--- config.mk ---
export PLATFORM = sky130hd
export DESIGN_NAME = nibble_demux
export DESIGN_NICKNAME = d
export VERILOG_FILES = /design/src/rtl/nibble_demux_pkg.sv /design/src/rtl/demux_chan_fifo.sv /design/src/rtl/nibble_demux.sv
export SDC_FILE = /design/constraint.sdc
export NUM_CORES = 1
export LEC_CHECK = 0
export ABC_AREA = 1
export CAP_MARGIN = 5
export CORE_AREA = 4 4 78 80
export DETAILED_ROUTE_END_ITERATION = 8
export DIE_AREA = 0 0 82 84
export PLACE_DENSITY_LB_ADDON = 0.1
export RECOVER_POWER = 50
export SLEW_MARGIN = 10
export SYNTH_ARGS = -nofsm -noshare
export SYNTH_HDL_FRONTEND = slang
export SYNTH_SLANG_ARGS = --single-unit
export TNS_END_PERCENT = 30
--- constraint.sdc ---
create_clock -name clk -period 2.35 [get_ports clk]
set_clock_uncertainty 0.15 [all_clocks]
set_input_delay 0.3525 -clock clk [delete_from_list [all_inputs] [get_ports clk]]
set_output_delay 0.3525 -clock clk [all_outputs]
set_load 0.005 [all_outputs]
--- src/rtl/nibble_demux_pkg.sv ---
// rtl/nibble_demux_pkg.sv - shared defaults and channel-select type for the nibble demux
package nibble_demux_pkg;

    localparam int DATA_W_DEF = 4;
    localparam int DEPTH_DEF  = 4;

    typedef enum logic {
        CH_A = 1'b0,
        CH_B = 1'b1
    } ch_sel_t;

endpackage

--- src/rtl/demux_chan_fifo.sv ---
// rtl/demux_chan_fifo.sv - one demux channel buffer with a registered head word
module demux_chan_fifo
    import nibble_demux_pkg::*;
#(
    parameter int DATA_W = DATA_W_DEF,
    parameter int DEPTH  = DEPTH_DEF
) (
    input  logic                       clk,
    input  logic                       rst,
    input  logic                       push,
    input  logic [DATA_W-1:0]          din,
    input  logic                       pop,
    output logic [DATA_W-1:0]          dout,
    output logic [$clog2(DEPTH):0]     level,
    output logic                       full,
    output logic                       empty
);

    localparam int PTR_W = $clog2(DEPTH);
    localparam int LVL_W = PTR_W + 1;

    logic [DATA_W-1:0] r_mem [DEPTH];
    logic [PTR_W-1:0]  r_wr_ptr;
    logic [PTR_W-1:0]  r_rd_ptr;
    logic [LVL_W-1:0]  r_level;
    logic [DATA_W-1:0] r_head;

    logic              w_push;
    logic              w_pop;
    logic [PTR_W-1:0]  w_rd_next;

    assign full      = (r_level == LVL_W'(DEPTH));
    assign empty     = (r_level == '0);
    assign w_push    = push && !full;
    assign w_pop     = pop && !empty;
    assign w_rd_next = PTR_W'(r_rd_ptr + 1'b1);

    assign dout  = r_head;
    assign level = r_level;

    always_ff @(posedge clk) begin
        if (rst) begin
            r_wr_ptr <= '0;
            r_rd_ptr <= '0;
            r_level  <= '0;
            r_head   <= '0;
        end else begin
            if (w_push) begin
                r_mem[r_wr_ptr] <= din;
                r_wr_ptr        <= PTR_W'(r_wr_ptr + 1'b1);
            end
            if (w_pop) begin
                r_rd_ptr <= w_rd_next;
            end

            case ({w_push, w_pop})
                2'b10:   r_level <= LVL_W'(r_level + 1'b1);
                2'b01:   r_level <= LVL_W'(r_level - 1'b1);
                default: r_level <= r_level;
            endcase

            // Head tracks what will sit at the read pointer after this edge,
            // so a word written into an empty channel is visible next cycle.
            if (w_pop) begin
                if (r_level >= LVL_W'(2)) begin
                    r_head <= r_mem[w_rd_next];
                end else if (w_push) begin
                    r_head <= din;
                end
            end else if (w_push && empty) begin
                r_head <= din;
            end
        end
    end

endmodule

--- src/rtl/nibble_demux.sv ---
// rtl/nibble_demux.sv - routes an input word stream into two independent buffered channels
module nibble_demux
    import nibble_demux_pkg::*;
#(
    parameter int DATA_W = DATA_W_DEF,
    parameter int DEPTH  = DEPTH_DEF
) (
    input  logic                   clk,
    input  logic                   rst,
    input  logic [DATA_W-1:0]      q,
    input  logic                   q_valid,
    input  logic                   q_sel,
    output logic                   q_ready,
    output logic [DATA_W-1:0]      a,
    output logic                   fa,
    input  logic                   a_ready,
    output logic [DATA_W-1:0]      b,
    output logic                   fb,
    input  logic                   b_ready,
    output logic [$clog2(DEPTH):0] a_level,
    output logic [$clog2(DEPTH):0] b_level,
    output logic                   ovf
);

    ch_sel_t w_sel;
    logic    w_full_a;
    logic    w_full_b;
    logic    w_empty_a;
    logic    w_empty_b;
    logic    w_push_a;
    logic    w_push_b;
    logic    w_pop_a;
    logic    w_pop_b;
    logic    r_ovf;

    assign w_sel    = ch_sel_t'(q_sel);
    // Readiness comes only from registered occupancy, never from the consumers.
    assign q_ready  = (w_sel == CH_B) ? !w_full_b : !w_full_a;
    assign w_push_a = q_valid && q_ready && (w_sel == CH_A);
    assign w_push_b = q_valid && q_ready && (w_sel == CH_B);
    assign w_pop_a  = a_ready && !w_empty_a;
    assign w_pop_b  = b_ready && !w_empty_b;

    assign fa  = !w_empty_a;
    assign fb  = !w_empty_b;
    assign ovf = r_ovf;

    always_ff @(posedge clk) begin
        if (rst) begin
            r_ovf <= 1'b0;
        end else if (q_valid && !q_ready) begin
            r_ovf <= 1'b1;
        end
    end

    demux_chan_fifo #(
        .DATA_W (DATA_W),
        .DEPTH  (DEPTH)
    ) u_chan_a (
        .clk   (clk),
        .rst   (rst),
        .push  (w_push_a),
        .din   (q),
        .pop   (w_pop_a),
        .dout  (a),
        .level (a_level),
        .full  (w_full_a),
        .empty (w_empty_a)
    );

    demux_chan_fifo #(
        .DATA_W (DATA_W),
        .DEPTH  (DEPTH)
    ) u_chan_b (
        .clk   (clk),
        .rst   (rst),
        .push  (w_push_b),
        .din   (q),
        .pop   (w_pop_b),
        .dout  (b),
        .level (b_level),
        .full  (w_full_b),
        .empty (w_empty_b)
    );

endmodule

==> flow_summary.yaml <==
clock_network:
  clk_pin_slew_ps: 90
  insertion_delay_ps: 310
  cts_tree: "built"
  cts_max_path_buffers: 2
  holdBufCountCts: 0
  cts-root-buf: "clkbuf_8"
  post_cts_buffers: 0
  htreeDepth: 2
  cts_made_buffers: 5
  cts_resized: 0
  numClockSinks: 55
cells_and_area:
  syn_to_final_growth_pct: 17.7
  diodes: 0
  fillers: 525
  nets: 373
  finish.utilization: 0.580
  final_area_mm2: 0.00313
  fin_cells: 424
  register_area_mm2: 0.00142
  drive_gt1_frac: 0.0824
  multi_input_area_mm2: 0.00103
synthesis:
  synth_xor_area_frac: 0
  synth-compound-area-share: 0.0780
  synth_area_per_cell_um2: 8.62
  syn_area_mm2: 0.00266
  synthMuxAreaShare: 0
  synthAdderAreaFrac: 0.0620
  yosysUniqueCellTypes: 23
  netlist.area_leader.share: 0.361
  syn_nets: 331
  yosysSeqAreaShare: 0.534
  synthCells: 309
  synth_top_family_by_area: "simple AND/OR/NAND/NOR gates"
  yosys.area.top_type: "edfxtp_1"
  synthSimpleGateAreaFrac: 0.255
  synth_area_leaders: "edfxtp_1 36%, dfxtp_1 17%, nand2_1 16%"
  ys_ff_latch: 55
  ys.warnings.count: 0
timing:
  post-route-min-period_ps: 2160
  setup_viol: 0
  tightest_slew_ps: 431
  final-hold-violation-count: 0
  max_freq_mhz: 463
  rsz0062_at_grt: "no"
  period_share: 0.920
  slew-limit-headroom: 0.712
  slew_violations: 0
grt:
  antenna_found_initial: 0
  met2_usage: 0.259
  grt_pass1_vias: 1966
  grt_max_degree: 17
  grt.met3_usage: 0.0410
  grt.busiest_layer: "met2"
  overflow: 0
  grtUsageTotal: 0.167
  grt_first_pass_wirelength_mm: 8.87
  grt_util_met1: 0.226
placed_design:
  place.gp.congestion: 0.841
  postPlaceCellArea_mm2: 0.00308
  dp_hpwl_mm: 3.75
  dp.cells: 416
  port_buffers: 27
drt:
  firstDrtPassIters: 4
  wire_per_inst_um: 12.1
  drtAntennaViolNets: 0
  via_count: 2005
  drtIter0Drc: 115
  drc: 0
  viasPerCell: 4.73
  wl_mm: 5.14
run_status:
  status: "completed"
die:
  die_y_um: 84
  rows: 27
  io_pins: 28
  die_area_mm2: 0.00689
  core-area_mm2: 0.00541
  start_util: 0.493
  die_x_um: 82
worst_setup_path:
  worstPathArrival_ps: 1660
  worst-endpoint-required_ps: 1850
  r2r_slack_ps: 260
  worstSetupPathType: "in -> out"
  cp_max_fo: 4
  worstSetupEndpointType: "primary output"
  cp_slowest_cell: "clkdlybuf4s50_1"
  crit_path_cell_trace: "clkdlybuf4s50_1 -> inv_1 -> buf_4 -> nand2_1 -> nand2_1 -> clkdlybuf4s50_1"
  startpoint_type: "input pin"
  critPathMaxStageDelay_ps: 500
run:
  max-cap-violations: 0
min_path:
  hp-class: "reg -> reg"
power:
  power.total_mw: 3.11
  max-vdd-ir-drop_uv: 599
  leakagePower_nw: 1.35
  power_density_mw_per_mm2: 992
[synth_stat cells]
cell type	instances
edfxtp_1	32
nor2_1	28
buf_4	2
nand2_1	111
a21oi_1	15
fa_1	2
nor2_4	4
nand3_1	8
inv_2	1
a211oi_1	1
o211ai_2	2
nand4_1	2
o21ai_0	15
a21oi_2	2
dfxtp_1	23
o21a_1	1
inv_1	38
nand2_2	6
nand2_4	2
ha_1	10
buf_6	1
clkbuf_1	1
inv_4	2
[routing by layer]
metal	part of all wire	routed length (um)
met1	0.49	2500
met5	0	0
met4	0.019	100
met3	0.031	157
met2	0.46	2380
[critical path, delay by kind of cell]
kind                   cells  cell delay (ps)
buffers and inverters      4             1170
and+or+nand+nor            2              130
[cell families after synthesis]
family / count (synthesis)
fa+ha+maj: 12
compound gates: 36
flops: 55
simple gates: 161
buf+inv: 45
[metrics by stage]
step | setup TNS [ps] | setup slack (ps) | hold WS, ps
2_1_floorplan | 0 | 402 | 281
3_3_place_gp | 0 | 34.2 | 306
3_5_place_dp | -87.0 | -56.9 | 310
4_1_cts | 0 | 181 | 338
5_1_grt | 0 | 59.5 | 364
6_report | 0 | 188 | 330
[path summary, 6_finish.rpt]
| kind | start | to | cells after the start |
|---|---|---|---|
| setup / recovery | q_sel | q_ready | 6 |
| hold / removal | ovf$_SDFFE_PP0P_ | ovf$_SDFFE_PP0P_ | 1 |
| setup reg to reg | u_chan_b.level[1]$_SDFFE_PP0P_ | u_chan_b.level[2]$_SDFFE_PP0P_ | 10 |
| hold reg to reg | ovf$_SDFFE_PP0P_ | ovf$_SDFFE_PP0P_ | 1 |
[state kept, by name, indices dropped and copies added, names as in the netlist]
signal and cells:
u_chan_a.r_mem 16, u_chan_b.r_mem 16, u_chan_a.dout 4, u_chan_b.dout 4, u_chan_a.level 3, u_chan_b.level 3, u_chan_a.r_rd_ptr 2, u_chan_a.r_wr_ptr 2
u_chan_b.r_rd_ptr 2, u_chan_b.r_wr_ptr 2, ovf 1
[final cells by class]
cell class	count	area share
clock buffer	6	0.0232
clock inverter	2	0.00399
inverter	41	0.0503
multi-input combinational	209	0.330
sequential	55	0.453
tap	72	0.0287
timing repair buffer	39	0.110
[power by group]
part	internal (mW)	total, mW	switching (mW)	leakage, nW
Sequential	1.17	1.32	0.149	0.479
Clock	0.209	0.510	0.301	0.0412
Combinational	0.562	1.28	0.715	0.834
Total	1.94	3.11	1.16	1.35
[cell usage in the layout, fill, tap and decap left out]
cell / synthesis / layout
clkbuf_8: 0 / 5
nand2_2: 6 / 4
nand2_1: 111 / 114
inv_1: 38 / 39
dfxtp_1: 23 / 23
a21oi_2: 2 / 2
o21a_1: 1 / 1
clkinv_2: 0 / 1
edfxtp_1: 32 / 32
clkinvlp_2: 0 / 1
ha_1: 10 / 10
inv_4: 2 / 1
o211ai_2: 2 / 1
dlygate4sd3_1: 0 / 7
nor2_4: 4 / 4
o211ai_1: 0 / 1
o21ai_0: 15 / 15
clkdlybuf4s50_1: 0 / 20
fa_1: 2 / 2
nand4_1: 2 / 2
a21oi_1: 15 / 15
nor2_1: 28 / 28
buf_4: 2 / 8
nand2_4: 2 / 1
clkbuf_1: 1 / 5
clkinvlp_4: 0 / 1
nand3_1: 8 / 8
a211oi_1: 1 / 1
(Power assumes the default switching activity.)
